## config.mk

```make
export PLATFORM = sky130hd
export DESIGN_NAME = mem_arbiter
export DESIGN_NICKNAME = d
export VERILOG_FILES = /design/src/rtl/mem_arbiter_pkg.sv /design/src/rtl/mem_arbiter_rr_arbiter2.sv /design/src/rtl/mem_arbiter.sv
export SDC_FILE = /design/constraint.sdc
export NUM_CORES = 1
export LEC_CHECK = 0
export BUFFER_PORTS_ARGS = -buffer_cell sky130_fd_sc_hd__buf_2
export CAP_MARGIN = 20
export CORE_AREA = 2 2 119 121
export DETAILED_ROUTE_END_ITERATION = 12
export DIE_AREA = 0 0 121 123
export MAX_ROUTING_LAYER = met4
export PLACE_DENSITY = 0.47
export SLEW_MARGIN = 10
export SYNTH_ARGS = -nofsm -noshare
export SYNTH_HDL_FRONTEND = slang
export SYNTH_HIERARCHICAL = 1
export SYNTH_SLANG_ARGS = --single-unit
```

## constraint.sdc

```tcl
create_clock -name clk -period 1.5 [get_ports clk]
set_input_delay 0.075 -clock clk [delete_from_list [all_inputs] [get_ports clk]]
set_output_delay 0.075 -clock clk [all_outputs]
set_load 0.01 [all_outputs]
```

## src/rtl/mem_arbiter_pkg.sv

```systemverilog
// Shared types and constants for the two-port unified-memory arbiter.
// Latency: n/a (types only).
// Backpressure: n/a (types only).
package mem_arbiter_pkg;

  localparam int ARB_PORT_CPU = 0;
  localparam int ARB_PORT_DMA = 1;

  // Word access; also the funct3 driven onto the memory when nobody is granted.
  localparam logic [2:0] FUNCT3_LW = 3'b010;

  // Round-robin pointer: which port wins when both request.
  typedef enum logic {
    RR_CPU = 1'b0,
    RR_DMA = 1'b1
  } rr_t;

  // One slot of the read-latency pipe.
  typedef struct packed {
    logic valid;
    logic owner;
  } arb_rsp_t;

endpackage

```

## src/rtl/mem_arbiter_rr_arbiter2.sv

```systemverilog
// Two-way round-robin arbiter with one-hot (or zero) grant.
// Latency: grant is combinational from req; pointer updates at the edge ending a grant.
// Backpressure: grant is forced to zero while rst is high.
module rr_arbiter2
  import mem_arbiter_pkg::*;
(
  input  logic       clk,
  input  logic       rst,
  input  logic [1:0] req,
  output logic [1:0] gnt
);

  rr_t rr_q;
  rr_t rr_d;

  // Pointer register; reset favours the CPU port.
  always_ff @(posedge clk or posedge rst) begin
    if (rst) begin
      rr_q <= RR_CPU;
    end else begin
      rr_q <= rr_d;
    end
  end

  // Grant selection and pointer advance: after any grant the other port is favoured.
  always_comb begin
    gnt  = 2'b00;
    rr_d = rr_q;
    if (!rst) begin
      case (req)
        2'b01:   gnt = 2'b01;
        2'b10:   gnt = 2'b10;
        2'b11:   gnt = (rr_q == RR_CPU) ? 2'b01 : 2'b10;
        default: gnt = 2'b00;
      endcase
      if (gnt[ARB_PORT_CPU]) begin
        rr_d = RR_DMA;
      end else if (gnt[ARB_PORT_DMA]) begin
        rr_d = RR_CPU;
      end
    end
  end

endmodule

```

## src/rtl/mem_arbiter.sv

```systemverilog
// Shares a single-port memory between CPU (port 0) and DMA (port 1), round-robin.
// Latency: grant and memory drive combinational; read data returns RD_LAT cycles after grant.
// Backpressure: req_ready per port; responses cannot be stalled and must always be accepted.
module mem_arbiter
  import mem_arbiter_pkg::*;
#(
  parameter int ADDR_W = 32,
  parameter int DATA_W = 32,
  parameter int RD_LAT = 1
) (
  input  logic                   clk,
  input  logic                   rst,
  input  logic [1:0]             req_valid,
  output logic [1:0]             req_ready,
  input  logic [1:0]             req_we,
  input  logic [1:0][ADDR_W-1:0] req_addr,
  input  logic [1:0][DATA_W-1:0] req_wdata,
  input  logic [1:0][2:0]        req_funct3,
  output logic [1:0]             rsp_valid,
  output logic [DATA_W-1:0]      rsp_rdata,
  output logic                   mem_wen,
  output logic [ADDR_W-1:0]      mem_ra,
  output logic [ADDR_W-1:0]      mem_wa,
  output logic [DATA_W-1:0]      mem_wd,
  output logic [2:0]             mem_funct3,
  input  logic [DATA_W-1:0]      mem_rd
);

  logic [1:0] gnt;
  logic       any_gnt;
  logic       win;
  logic       rd_push;
  arb_rsp_t   pipe_q [RD_LAT];
  arb_rsp_t   rsp_due;

  rr_arbiter2 u_rr (
    .clk (clk),
    .rst (rst),
    .req (req_valid),
    .gnt (gnt)
  );

  assign req_ready = gnt;
  assign any_gnt   = |gnt;
  assign win       = gnt[ARB_PORT_DMA];
  assign rd_push   = any_gnt & ~req_we[win];
  assign rsp_due   = pipe_q[RD_LAT-1];

  // Steer the winner onto the memory; idle drives a quiet word access at address 0.
  always_comb begin
    mem_wen    = 1'b0;
    mem_ra     = '0;
    mem_wa     = '0;
    mem_wd     = '0;
    mem_funct3 = FUNCT3_LW;
    if (any_gnt) begin
      mem_wen    = req_we[win];
      mem_ra     = req_addr[win];
      mem_wa     = req_addr[win];
      mem_wd     = req_wdata[win];
      mem_funct3 = req_funct3[win];
    end
  end

  // Read-latency shift pipe; reset drops anything in flight.
  always_ff @(posedge clk or posedge rst) begin
    if (rst) begin
      for (int s = 0; s < RD_LAT; s++) begin
        pipe_q[s] <= '0;
      end
    end else begin
      pipe_q[0].valid <= rd_push;
      pipe_q[0].owner <= win;
      for (int s = 1; s < RD_LAT; s++) begin
        pipe_q[s] <= pipe_q[s-1];
      end
    end
  end

  // Route the memory read data to the port that issued the read.
  always_comb begin
    rsp_valid = 2'b00;
    rsp_rdata = '0;
    if (rsp_due.valid && !rst) begin
      rsp_valid[rsp_due.owner] = 1'b1;
      rsp_rdata                = mem_rd;
    end
  end

`ifndef SYNTHESIS
  logic [3:0] rd_outstanding;

  // Reads granted but not yet answered, so a response can be tied to a real grant.
  always_ff @(posedge clk or posedge rst) begin
    if (rst) begin
      rd_outstanding <= '0;
    end else begin
      rd_outstanding <= rd_outstanding + 4'(rd_push) - 4'(|rsp_valid);
    end
  end

  for (genvar p = 0; p < 2; p++) begin : g_req_chk
    a_req_hold: assert property (@(posedge clk) disable iff (rst)
      req_valid[p] && !req_ready[p] |=> req_valid[p] && $stable(req_we[p]) &&
      $stable(req_addr[p]) && $stable(req_wdata[p]) && $stable(req_funct3[p]));
  end

  a_rsp_owned: assert property (@(posedge clk) disable iff (rst)
    (|rsp_valid) |-> (rd_outstanding != 4'd0));

  a_rsp_onehot: assert property (@(posedge clk) $onehot0(rsp_valid));
`endif

endmodule

```

# Word level (Yosys, flattened, before mapping)
# Cells that the tools add are included.
classes:
  addsub: 0
  n_eq_ne: 3
  reduce_logical: 6
  bitwise: 3
  n_shift: 0
  n_mul: 0
  muxes: 22
  magnitude_cmp: 3
  div_mod_pow: 0
op_table:
  columns: ["cell", "count"]
  rows:
  - ["$mux 32", 7]
  - ["$mux 3", 3]
  - ["$mux 2", 4]
  - ["$mux 1", 6]
  - ["$pmux 2 s3", 1]
  - ["$eq 2x2->1 const B", 2]
  - ["$lt 1x2->1 const B", 2]
  - ["$eq 2x1->1 const B", 1]
  - ["$logic_and 1x1->1", 2]
  - ["$not 1->1", 2]
  - ["$reduce_and 2->1", 1]
  - ["$reduce_bool 2->1", 1]
  - ["$reduce_or 2->1", 1]
  - ["$and 1x1->1", 1]
  - ["$demux 1 s1", 1]
  - ["$ge 1x1->1 const B", 1]
  - ["$logic_not 1->1", 1]
word_totals:
  ramBits: 0
  n_memories: 0
  romBits: 0
  latchBits: 0
  register_bits: 3

# Logic depth before layout (Yosys ltp)
logic_depth:
  depth_word: 8
  mapped_depth: 7
  depth_no_buf: 4

# Modules after synthesis
# Netlist, hierarchy kept.
modules_own_cells:
  columns: ["mod", "instances", "cells_each", "seq_area_each_um2", "area_each_um2"]
  rows:
  - ["mem_arbiter", 1, 303, 50.0, 1547.7]
  - ["rr_arbiter2", 1, 8, 25.0, 70.1]

# Worst setup path before layout
# No wires, ideal clock.
synth_timing:
  path_type: "reg-to-output"
  from: "register u_rr.rr_q"
  to: "output port mem_wa[0]"
  path_stages_with_launch: 7
  path_buffers: 3
  arrival_time_ps: 1565
  setup_slack_ps: -140
  path_cell_list: "dfrtp_1 > a21oi_1 > buf_2 > buf_2 > nand2_1 > o21ai_0 > buf_4"
synth_via:
  word_cells_on_any_way: 8
  classes_between: "7 x mux; 1 x reduce/logical"
synth_rtl:
  columns: ["item", "line", "text"]
  rows:
  - ["start: declaration", "mem_arbiter_rr_arbiter2.sv:13", "rr_t rr_q;"]
  - ["start signal: assignment", "mem_arbiter_rr_arbiter2.sv:21", "rr_q <= rr_d;"]
  - ["$mux 2", "mem_arbiter_rr_arbiter2.sv:33", "2'b11: gnt = (rr_q == RR_CPU) ? 2'b01 : 2'b10;"]
  - ["$pmux 2 s3", "mem_arbiter_rr_arbiter2.sv:30", "case (req)"]
  - ["$mux 2 (2 in a row)", "mem_arbiter_rr_arbiter2.sv:29", "if (!rst) begin"]
  - ["named net req_ready[0]", "mem_arbiter.sv:14", "output logic [1:0] req_ready,"]
  - ["$reduce_or 2->1", "mem_arbiter.sv:44", "assign any_gnt = |gnt;"]
  - ["$mux 32", null, null]
  - ["end: declaration", "mem_arbiter.sv:23", "output logic [ADDR_W-1:0] mem_wa,"]
# The timed path passes the listed nets, and every way through them passes these cells. The select of a mux whose other input is x is not followed.

# Worst setup path in the final report
layout_timing:
  from: "register u_rr.rr_q"
  to: "output port mem_wa[7]"
layout_via:
  elab_chain_cells: 7
  word_cells_on_any_way: 8
  classes_between: "7 x mux; 1 x reduce/logical"
layout_lines:
  columns: ["item", "line", "text"]
  rows:
  - ["$mux 2 (*)", "mem_arbiter_rr_arbiter2.sv:33", null]
  - ["$pmux 2 s3 (*)", "mem_arbiter_rr_arbiter2.sv:30", null]
  - ["$mux 2 (*) (2 in a row)", "mem_arbiter_rr_arbiter2.sv:29", null]
  - ["$mux 32 (not written as such) (2 in a row)", "mem_arbiter.sv:59", "mem_wa = req_addr[win];"]
  - ["$mux 32 (*)", "mem_arbiter.sv:56", "if (any_gnt) begin"]
# Mark *: on every way between the ends. The rest lies on a longest branch, timed or not. The select of a mux whose other input is x is not followed.

==> metrics.txt <==
# TYPE chip_impl_metric gauge
chip_impl_info{name="critical_path.endpoint_type",value="primary output"} 1
chip_impl_metric{name="peakVddDrop",unit="mV"} 0.2372
chip_impl_metric{name="drtIter0Drc",unit=""} 93
chip_impl_metric{name="critical_path_peak_fanout",unit=""} 8
chip_impl_metric{name="cp.arrival",unit="ns"} 1.55
chip_impl_metric{name="final_design_area_no_fill",unit="sq um"} 4053
chip_impl_metric{name="global_route_wire_length_before_repair",unit="um"} 13120
chip_impl_metric{name="p_per_area",unit="nW/um^2"} 429.7
chip_impl_metric{name="final_nets",unit=""} 774
chip_impl_metric{name="numPortBuffers",unit=""} 307
chip_impl_metric{name="first_global_vias",unit=""} 2512
chip_impl_metric{name="layout-area-overhead-vs-synth",unit="%"} 150.5
chip_impl_metric{name="grtUsageTotal",unit="%"} 11.48
chip_impl_metric{name="power.leakage",unit="nW"} 2.348
chip_impl_metric{name="yosysUniqueCellTypes",unit=""} 20
chip_impl_metric{name="core-area",unit="sq um"} 13610
chip_impl_info{name="layout.cells.most_common_list",value="buf_2, nand2_1, o21ai_2, and2_1, o21ai_1"} 1
chip_impl_metric{name="number_of_clock_buffers_inserted_by_tritoncts",unit=""} 3
chip_impl_info{name="hold_class",value="input port to flop"} 1
chip_impl_metric{name="min_period",unit="ns"} 1.629
chip_impl_metric{name="post_route_cells_drive_above_1_share",unit="%"} 70.22
chip_impl_metric{name="synth-adder-area-share",unit="%"} 0
chip_impl_metric{name="worst_skew_pair.late_latency",unit="ns"} 0.23
chip_impl_metric{name="netlist_area",unit="sq um"} 1618
chip_impl_metric{name="clock_skew",unit="ns"} 0.0008827
chip_impl_metric{name="wl_per_cell",unit="um"} 13.72
chip_impl_info{name="synth_top_cells_by_area",value="nand2_1, o21ai_0, buf_4"} 1
chip_impl_metric{name="max_slew_margin",unit="%"} 86.70
chip_impl_metric{name="top_level_ports",unit=""} 308
chip_impl_metric{name="syn_nets",unit=""} 483
chip_impl_metric{name="route.antenna.remaining_nets",unit=""} 0
chip_impl_metric{name="synth_enable_flop_cells",unit=""} 0
chip_impl_metric{name="placed_area",unit="sq um"} 3104
chip_impl_metric{name="synth.yosys.seq_area_share",unit="%"} 4.640
chip_impl_metric{name="floorplan.initialDensity",unit="%"} 11.89
chip_impl_metric{name="die-area",unit="sq um"} 14880
chip_impl_metric{name="synth_async_sr_flop_share",unit="%"} 100.0
chip_impl_metric{name="placementRows",unit=""} 43
chip_impl_metric{name="synth_cells",unit=""} 311
chip_impl_metric{name="cts_htree_levels",unit=""} 1
chip_impl_metric{name="cts-root-to-sink-buffers",unit=""} 2
chip_impl_metric{name="worst-slew-pin-transition",unit="ns"} 0.1990
chip_impl_metric{name="detailed_routing_iteration_count_for_the_pre_antenna_repair_pass",unit=""} 4
chip_impl_info{name="synth_flop_cell",value="dfrtp_1"} 1
chip_impl_metric{name="gpl.final_weighted_congestion",unit=""} 0.8198
chip_impl_metric{name="max_clock_freq",unit="MHz"} 613.7
chip_impl_metric{name="half_perimeter_wire_length_after_detailed_placement",unit="um"} 6640
chip_impl_metric{name="post_route_hold_slack",unit="ns"} 0.1638
chip_impl_metric{name="timing_hold_violations_final",unit=""} 0
chip_impl_metric{name="fin_util",unit="%"} 29.77
chip_impl_metric{name="chipWidth",unit="um"} 121
chip_impl_metric{name="drt_wl_total",unit="um"} 10720
chip_impl_metric{name="final.period_utilization",unit="%"} 108.6
chip_impl_metric{name="vias_per_cell",unit=""} 3.907
chip_impl_metric{name="yosys_warnings",unit=""} 6
chip_impl_metric{name="synth-compound-area-share",unit="%"} 22.35
chip_impl_metric{name="grt_antenna_before_repair",unit=""} 0
chip_impl_metric{name="post_synth.cell_area_avg",unit="sq um"} 5.202
chip_impl_info{name="mostFrequentLayoutCell",value="buf_2"} 1
chip_impl_info{name="violations",value="setup timing"} 1
chip_impl_metric{name="fin_ws",unit="ns"} -0.1294
chip_impl_metric{name="synth_top_area_share",unit="%"} 31.09
chip_impl_metric{name="die_height",unit="um"} 123
chip_impl_metric{name="detailroute.via_count",unit=""} 3051
chip_impl_metric{name="yosys-mux-area-fraction",unit="%"} 0.6187
chip_impl_info{name="cts.root.buffer_cell",value="clkbuf_16"} 1
chip_impl_info{name="worstSetupStartpointType",value="flop"} 1
chip_impl_metric{name="detail_route.drc_violations",unit=""} 0
chip_impl_metric{name="ys_seq_elements",unit=""} 3
chip_impl_metric{name="cp.required",unit="ns"} 1.42
chip_impl_metric{name="power.total",unit="mW"} 1.741
chip_impl_metric{name="clk_pin_slew_worst_paths",unit="ns"} 0.03
chip_impl_info{name="synth_top_area_cell",value="nand2_1"} 1
chip_impl_metric{name="n_antenna_cell",unit=""} 0
chip_impl_metric{name="synth-simple-area-share",unit="%"} 46.87
chip_impl_info{name="cts_tree",value="built"} 1
chip_impl_metric{name="yosys.area_share.xor_xnor",unit="%"} 0
chip_impl_info{name="synth_top_family_by_area",value="simple AND/OR/NAND/NOR gates"} 1
chip_impl_metric{name="largest_net_degree_at_the_start_of_global_routing",unit=""} 37
chip_impl_metric{name="timing.max_cap.violations",unit=""} 0
chip_impl_info{name="outcome",value="finished, violations left"} 1
chip_impl_info{name="grt_setup_unrepaired",value="true"} 1
chip_impl_metric{name="setup_violations",unit=""} 100
chip_impl_metric{name="clock_sink_count",unit=""} 3
chip_impl_info{name="timing_worst_setup_path_type",value="flop to primary output"} 1
chip_impl_metric{name="timing.setup.tns",unit="ns"} -9.295
chip_impl_metric{name="finalMaxSlewViolations",unit=""} 0
chip_impl_metric{name="grt-ovfl-total",unit=""} 0
## final timing paths
| kind | end | slack, ns | cells past startpoint | startpoint |
|---|---|---|---|---|
| max | mem_wa[7] | -0.13 | 7 | u_rr/rr_q$_DFFE_PP0P_ |
| min | pipe_q[1]$_DFF_PP0_ | 0.16 | 3 | req_we[1] |
| max reg2reg | pipe_q[1]$_DFF_PP0_ | 0.13 | 6 | u_rr/rr_q$_DFFE_PP0P_ |
| min reg2reg | u_rr/rr_q$_DFFE_PP0P_ | 0.81 | 4 | u_rr/rr_q$_DFFE_PP0P_ |
| max in group asynchronous | pipe_q[0]$_DFF_PP0_ | 1.06 | 3 | rst |
| min in group asynchronous | u_rr/rr_q$_DFFE_PP0P_ | 0.31 | 3 | rst |
## layer usage
layer | global-route usage [%] | vias to the layer above | wire length (um)
li1 | - | 1537 | -
met1 | 14.64 | 1345 | 4383
met2 | 19.66 | 162 | 5578
met3 | 1.476 | 7 | 679
met4 | 2.035 | 0 | 72
met5 | - | - | 0
## flip-flops by register name (all words and copies together), names as in the netlist
signal     flops
pipe_q         2
u_rr/rr_q      1
## synth_stat cells (3+ instances only)
| master | number |
|---|---|
| buf_2 | 11 |
| inv_1 | 4 |
| o21ai_1 | 12 |
| buf_4 | 33 |
| dfrtp_1 | 3 |
| nand2_1 | 134 |
| clkbuf_2 | 4 |
| and2_1 | 33 |
| o21ai_0 | 55 |
| clkbuf_1 | 5 |
| buf_6 | 5 |
## per-stage QoR
stage / cells / setup slack [ns]
CTS: 765 / -0.1434
global placement: 745 / 0.04133
finish: 781 / -0.1294
global route: 781 / -0.2190
detailed placement: 745 / 0.04102
floorplan: 311 / 0.02442
## power breakdown
part / switching, mW / internal [mW]
logic: 0.603 / 0.612
registers: 0.00533 / 0.0886
clock network: 0.0810 / 0.351
## final cells by class
class	instances	area (sq um)
sequential	3	75.07
fill	1523	9559
inverter	4	15.01
clock buffer	4	78.83
tap	180	225.2
multi-input combinational	246	1465
timing repair buffer	344	2193
## what timing repair did
item                                    in CTS  in global routing
resized for setup                           50                 76
endpoints found under the setup margin     100                102
endpoints found under the hold margin        3                  0
pin swaps                                    3                  4
gates cloned                                 7                  9
hold buffers                                 1                  0
setup buffers                                8                  9
## kinds of logic after synthesis
kind of cell           count (synthesis)
AND/OR/NAND/NOR                      174
flip-flops                             3
AO/OA/AOI/OAI                         71
buffers and inverters                 62
multiplexers                           1
## worst max-delay path, cell delays in order (launching register included)
cell and delay [ns]:
dfrtp_1 0.39, inv_2 0.07, a21boi_4 0.21, buf_6 0.19, clkbuf_16 0.17, nand2_1 0.05
o21ai_1 0.09, buf_2 0.16
Power figures use the tool's default switching activity.
